[src/rtl/spi_dac_frame_receiver.sv]
// Rebuilds 16-bit DAC SPI frames in the clock_50Mhz domain as a loopback checker.
// Publishes the 12-bit sample and power-down bits, and flags short frames.
`timescale 1ns/1ps
module spi_dac_frame_receiver #(
    parameter int unsigned FrameBits  = 16,
    parameter int unsigned SyncStages = 2
) (
    input  logic        clock_50Mhz,
    input  logic        reset,
    input  logic        input_SPI_SCLK,
    input  logic        input_SPI_SYNC_n,
    input  logic        input_SPI_DIN,
    output logic [11:0] outputSample,
    output logic [1:0]  outputPowerDown,
    output logic        sampleReady,
    output logic        frameError,
    output logic        isReceiving,
    output logic [15:0] frameCount
);

    localparam int unsigned CntW     = 5;
    localparam int unsigned PayloadW = 14;
    localparam int unsigned WarmMax  = SyncStages + 1;
    localparam int unsigned WarmW    = $clog2(WarmMax + 1);

    typedef enum logic [1:0] {IDLE, SHIFT, DONE_WAIT} state_t;

    logic [SyncStages-1:0] sclk_sync_q, syncn_sync_q, din_sync_q;
    logic                  sclk_prev_q, syncn_prev_q;
    logic [WarmW-1:0]      warm_q;
    logic                  sclk_fall_q, syncn_fall_q, syncn_rise_q, bit_q;
    logic                  warm_done;

    state_t                state_q;
    logic [CntW-1:0]       bit_cnt_q;
    logic [PayloadW-1:0]   shift_q;
    logic [CntW-1:0]       bit_cnt_d;
    logic [PayloadW-1:0]   shift_d;
    logic                  frame_full;

    assign warm_done  = (warm_q == WarmW'(WarmMax));
    assign bit_cnt_d  = bit_cnt_q + CntW'(1);
    assign shift_d    = {shift_q[PayloadW-2:0], bit_q};
    assign frame_full = sclk_fall_q && (bit_cnt_d == CntW'(FrameBits));

    // Synchronizers and registered edge pulses; edges stay masked until the chains
    // hold real pin values, so a SYNC_n already low at reset is never taken as a start.
    always_ff @(posedge clock_50Mhz) begin
        if (reset) begin
            sclk_sync_q  <= '1;
            syncn_sync_q <= '1;
            din_sync_q   <= '0;
            sclk_prev_q  <= 1'b1;
            syncn_prev_q <= 1'b1;
            warm_q       <= '0;
            sclk_fall_q  <= 1'b0;
            syncn_fall_q <= 1'b0;
            syncn_rise_q <= 1'b0;
            bit_q        <= 1'b0;
        end else begin
            sclk_sync_q  <= {sclk_sync_q[SyncStages-2:0], input_SPI_SCLK};
            syncn_sync_q <= {syncn_sync_q[SyncStages-2:0], input_SPI_SYNC_n};
            din_sync_q   <= {din_sync_q[SyncStages-2:0], input_SPI_DIN};
            sclk_prev_q  <= sclk_sync_q[SyncStages-1];
            syncn_prev_q <= syncn_sync_q[SyncStages-1];
            if (!warm_done) begin
                warm_q <= warm_q + WarmW'(1);
            end
            sclk_fall_q  <= warm_done &  sclk_prev_q  & ~sclk_sync_q[SyncStages-1];
            syncn_fall_q <= warm_done &  syncn_prev_q & ~syncn_sync_q[SyncStages-1];
            syncn_rise_q <= warm_done & ~syncn_prev_q &  syncn_sync_q[SyncStages-1];
            bit_q        <= din_sync_q[SyncStages-1];
        end
    end

    // Frame FSM; only payload bits [13:0] are kept since [15:14] are don't-care.
    always_ff @(posedge clock_50Mhz) begin
        if (reset) begin
            state_q         <= IDLE;
            bit_cnt_q       <= '0;
            shift_q         <= '0;
            outputSample    <= '0;
            outputPowerDown <= '0;
            sampleReady     <= 1'b0;
            frameError      <= 1'b0;
            isReceiving     <= 1'b0;
            frameCount      <= '0;
        end else begin
            sampleReady <= 1'b0;
            frameError  <= 1'b0;
            case (state_q)
                IDLE: begin
                    if (syncn_fall_q) begin
                        bit_cnt_q   <= '0;
                        state_q     <= SHIFT;
                        isReceiving <= 1'b1;
                    end
                end
                SHIFT: begin
                    if (sclk_fall_q) begin
                        shift_q   <= shift_d;
                        bit_cnt_q <= bit_cnt_d;
                    end
                    // A final edge coinciding with SYNC_n rising still completes the frame.
                    if (frame_full) begin
                        outputSample    <= shift_d[11:0];
                        outputPowerDown <= shift_d[13:12];
                        sampleReady     <= 1'b1;
                        frameCount      <= frameCount + 16'(1);
                        state_q         <= syncn_rise_q ? IDLE : DONE_WAIT;
                        isReceiving     <= 1'b0;
                    end else if (syncn_rise_q) begin
                        frameError  <= 1'b1;
                        state_q     <= IDLE;
                        isReceiving <= 1'b0;
                    end
                end
                DONE_WAIT: begin
                    if (syncn_rise_q) begin
                        state_q <= IDLE;
                    end
                end
                default: begin
                    state_q     <= IDLE;
                    isReceiving <= 1'b0;
                end
            endcase
        end
    end

endmodule

[config.mk]
export PLATFORM = sky130hd
export DESIGN_NAME = spi_dac_frame_receiver
export DESIGN_NICKNAME = d
export VERILOG_FILES = /design/src/rtl/spi_dac_frame_receiver.sv
export SDC_FILE = /design/constraint.sdc
export NUM_CORES = 1
export LEC_CHECK = 0
export ABC_AREA = 0
export BUFFER_PORTS_ARGS = -buffer_cell sky130_fd_sc_hd__buf_2
export CORE_UTILIZATION = 51
export DETAILED_ROUTE_END_ITERATION = 12
export PLACE_DENSITY = 0.75
export REMOVE_ABC_BUFFERS = 1
export SLEW_MARGIN = 20
export SYNTH_ARGS = -nofsm -noshare
export SYNTH_HDL_FRONTEND = slang
export SYNTH_SLANG_ARGS = --single-unit
export TNS_END_PERCENT = 5
[constraint.sdc]
create_clock -name clock_50Mhz -period 2.1 [get_ports clock_50Mhz]
set_input_delay 0.105 -clock clock_50Mhz [delete_from_list [all_inputs] [get_ports clock_50Mhz]]
set_output_delay 0.105 -clock clock_50Mhz [all_outputs]
set_load 0.03 [all_outputs]
# == Yosys cells after proc, flatten, opt, wreduce, memory -nomap -nowiden ==
# Index checks and enable logic that the tools add are counted.
# totals
regBits,67
output_inout_bits,33
elab_cells,63
# op_classes
n_eq_ne,7
bitwise,11
muxes,14
n_reduce_logical,9
n_addsub,3
# ops
cell,n
16-bit by 1-bit adder with 16-bit output (second input constant),1
5-bit 2-to-1 mux,2
5-bit case mux with 2 select lines,1
2-bit 2-to-1 mux,4
1-bit bitwise AND,6
2-bit case mux with 3 select lines,1
3-bit AND reduction,2
5-bit by 1-bit adder with 5-bit output (second input constant),1
5-bit equality test (second input constant),1
1-bit 2-to-1 mux,5
1-bit inverter,5
2-bit equality test (second input constant),2
2-bit != test (second input constant),2
2-bit AND reduction,2
3-bit != test (second input constant),1
1-bit case mux with 3 select lines,1
3-bit OR reduction,1
2-bit by 1-bit adder with 2-bit output (second input constant),1
2-bit by 1-bit equality test with 1-bit output (second input constant),1
2-bit logical NOT,1
2-bit nonzero test,1
2-bit OR reduction,1
1-bit logical AND,1

# == Logic depth before layout (Yosys ltp) ==
# depth
word_depth,5
depth_mapped,7

# == Worst setup path before layout ==
# No wires, ideal clock.
# synth_path
kind,register to register
from,reg bit_cnt_q[0]
to,reg frameCount[15]
path_stages_with_launch,7
slack_ps,144
period_less_slack_ps,1956
arrival_ps,1835
n_path_buf,1
cell_sequence,dfxtp_1 ha_1 xnor2_1 nand3_4 buf_2 nor4_1 mux2_2
# synth_via
elab_chain_len,4
# synth_rtl
element,line_no,rtl
start: declaration,35,logic [CntW-1:0] bit_cnt_q;
start signal: assignment,102,bit_cnt_q <= bit_cnt_d;
5-bit by 1-bit adder with 5-bit output,42,assign bit_cnt_d = bit_cnt_q + CntW'(1);
5-bit equality test,44,assign frame_full = sclk_fall_q && (bit_cnt_d == CntW'(FrameBits));
1-bit logical AND,44,
2-bit AND reduction (no source line),n/a,
end signal: assignment,109,frameCount <= frameCount + 16'(1);
end: declaration,18,output logic [15:0] frameCount
# No other way between the ends.
# A chain may end at the register's enable or synchronous reset.

# == Worst setup path after layout ==
# layout_path
from,reg bit_cnt_q[0]
to,reg frameCount[13]
# Same word-level chain as after synthesis.

==> results.json <==
{
  "fin_worst_hold_slack_ps": 277,
  "clkSlewWorstSetupHoldPaths_ps": 70,
  "largest_net_degree_at_the_start_of_global_routing": 38,
  "worst-slew-pin-transition_ps": 635,
  "layout.cells.most_common_list": "67 x sky130_fd_sc_hd__dfxtp_1, 41 x sky130_fd_sc_hd__a21oi_1, 37 x sky130_fd_sc_hd__buf_2",
  "ys.warnings.count": 0,
  "post-route-util_pct": 64.0,
  "syn2layout_area_growth_pct": 19.4,
  "finClkSkew_ps": 7.16,
  "groute.layer.met1.usage_pct": 29.3,
  "max_freq_mhz": 499,
  "syn_area_um2": 2760,
  "grt-ovfl-total": 0,
  "totalPowerFinal_mw": 2.34,
  "met3_global_route_usage_pct": 4.76,
  "vias_per_cell": 5.50,
  "ffs_latches_synth": 67,
  "clock_buffer_count_from_cts": 9,
  "first_global_vias": 2039,
  "grt_antenna_before_repair": 0,
  "routed_wire_length_per_instance_um": 12.9,
  "report.final.hold_viol_count": 0,
  "ys.flop_type": "sky130_fd_sc_hd__dfxtp_1",
  "timing.slew.headroom_pct": 57.7,
  "largest_fanout_on_the_critical_path": 23,
  "drv_cap": 0,
  "core_area_um2": 5140,
  "cts.repair_timing.setup_buffer_count": 0,
  "run_status": "completed",
  "busiest_layer": "met2",
  "num_vias": 2382,
  "nets": 367,
  "grt_setup_unrepaired": "false",
  "power.density_nw_per_um2": 712,
  "floorplan.die.height_um": 75.5,
  "layout.filler_cells": 471,
  "place.gp.congestion": 0.758,
  "place.port_buffers": 37,
  "critical_path_arrival_ps": 2240,
  "cts_tree": "built",
  "synth.largest_area_cell": "sky130_fd_sc_hd__dfxtp_1",
  "grt.met2_usage_pct": 33.2,
  "mostFrequentLayoutCell": "sky130_fd_sc_hd__dfxtp_1",
  "synth_edf_count": 0,
  "gr-usage-all-layers_pct": 22.1,
  "clockRootBuffer": "sky130_fd_sc_hd__clkbuf_8",
  "drt_drc_violations_left": 0,
  "max_slew_vio_count": 0,
  "skew_pair_late_insertion_delay_ps": 350,
  "worst_ep_required_time_ps": 2340,
  "htree_levels": 3,
  "dpl.cell_count": 414,
  "drt_wl_total_mm": 5.60,
  "synthesized_instance_count": 314,
  "syn_area_per_cell_um2": 8.77,
  "criticalPathCategory": "reg2reg",
  "fp-row-count": 26,
  "detailedRoute.firstPassIterationCount": 4,
  "yosys.cell_types.count": 42,
  "timing.setup.tns_ps": 0,
  "die_area_um2": 5700,
  "instances_no_fill": 433,
  "hold_path_class": "in2reg",
  "route.antenna.remaining_nets": 0,
  "layout_min_cycle_time_ps": 2000,
  "ir_drop_mv": 0.410,
  "asyncSetResetFlopFracSynth_pct": 0,
  "static-leakage-power_nw": 1.25,
  "grt_first_pass_wirelength_mm": 9.33,
  "ioPinCount": 38,
  "worst_setup_path_start_kind": "register",
  "worstSetupEndpointType": "register",
  "synth.area.top_cells": "sky130_fd_sc_hd__dfxtp_1 49%, sky130_fd_sc_hd__a21oi_1 7.4%, sky130_fd_sc_hd__nand2_1 4.2%, sky130_fd_sc_hd__nand3_1 4.2%, sky130_fd_sc_hd__o21ai_0 3.8%",
  "hpwlAfterDp_mm": 3.60,
  "cts_num_sinks": 67,
  "antenna-diode-count": 0,
  "yosysSeqAreaShare_pct": 48.7,
  "initial_utilization_pct": 53.6,
  "drtIter0Drc": 157,
  "layout_worst_path_cycle_share_pct": 95.3,
  "area_share_of_the_leading_cell_type_in_the_synthesized_netlist_pct": 48.7,
  "dieWidth_um": 75.5,
  "finalSetupViolCount": 0,
  "drive_above_1_share_pct": 24.0,
  "clock_tree.buffer_depth": 2
}
area by class of cell:
type	instances	area, µm²	area share [%]
clock buffers	11	151	4.60
repair buffers	55	340	10.3
multi-input cells	224	1340	40.7
clock inverters	5	27.5	0.837
flip-flops and latches	67	1340	40.8
inverters	1	3.75	0.114
well taps	70	87.6	2.66
flip-flops by register name, indices dropped and copies added, names as in the netlist, 2 cells and up:
register,count
frameCount,16
shift_q,13
outputSample,12
bit_cnt_q,5
din_sync_q,2
outputPowerDown,2
sclk_sync_q,2
state_q,2
syncn_sync_q,2
warm_q,2
path summary, 6_finish.rpt:
check                        startpoint                           to  slack, ps  cells past startpoint
min reg2reg  syncn_sync_q[0]$_SDFF_PP1_   syncn_sync_q[1]$_SDFF_PP1_        410                      1
max reg2reg   bit_cnt_q[0]$_SDFFE_PP0P_  frameCount[13]$_SDFFE_PP0P_        100                      6
min                               reset       warm_q[1]$_SDFFE_PP0P_        280                      2
max           bit_cnt_q[0]$_SDFFE_PP0P_  frameCount[13]$_SDFFE_PP0P_        100                      6
cell families (layout without fill, tap and decap cells):
logic type               Yosys count  after routing  synth area share (%)
AO/OA/AOI/OAI                     75             75                  14.9
buffers and inverters             23             72                  3.59
adder cells (fa/ha/maj)            4              4                  1.82
AND/OR/NAND/NOR                  133            133                  26.4
multiplexers                       9              9                  3.63
flip-flops                        67             67                  48.7
XOR/XNOR                           3              3                 0.954
power breakdown:
| part | internal, mW | switching [mW] | total (mW) | leakage, nW |
|---|---|---|---|---|
| sequential | 1.29 | 0.00919 | 1.30 | 0.542 |
| combinational | 0.0347 | 0.0451 | 0.0798 | 0.615 |
| clock | 0.484 | 0.482 | 0.966 | 0.0949 |
| total | 1.81 | 0.536 | 2.34 | 1.25 |
cells in the mapped netlist (all sizes together), types with 8 or more instances:
library cell,n
nor2b,16
clkbuf,10
nor2,15
mux2,8
nand3,24
buf,12
o21ai,21
dfxtp,67
nand2,31
a21oi,41
critical path, stage by stage (launching register included):
cell and delay, ps:
sky130_fd_sc_hd__dfxtp_1 420, sky130_fd_sc_hd__ha_2 280, sky130_fd_sc_hd__xnor2_1 120, sky130_fd_sc_hd__a2bb2oi_2 190, sky130_fd_sc_hd__buf_12 160, sky130_fd_sc_hd__nor4_1 340, sky130_fd_sc_hd__mux2_2 370
what timing repair did:
action	in CTS	in global routing
hold buffers	3	0
resized for setup	0	3
endpoints found under the hold margin	3	0
setup endpoints to repair	0	7
metal layers:
| metal | share of wire [%] | wire (µm) |
|---|---|---|
| met1 | 48 | 2690 |
| met5 | 0 | 0 |
| met2 | 45 | 2540 |
| met4 | 2.6 | 144 |
| met3 | 3.9 | 219 |
metrics by stage:
stage	area, µm²	setup WS, ps
global placement	3060	117
floorplan	2660	-678
detailed placement	3060	39.7
CTS	3270	31.0
global route	3290	0.923
finish	3290	98.0
No activity file was read; power rests on OpenSTA's default activity.
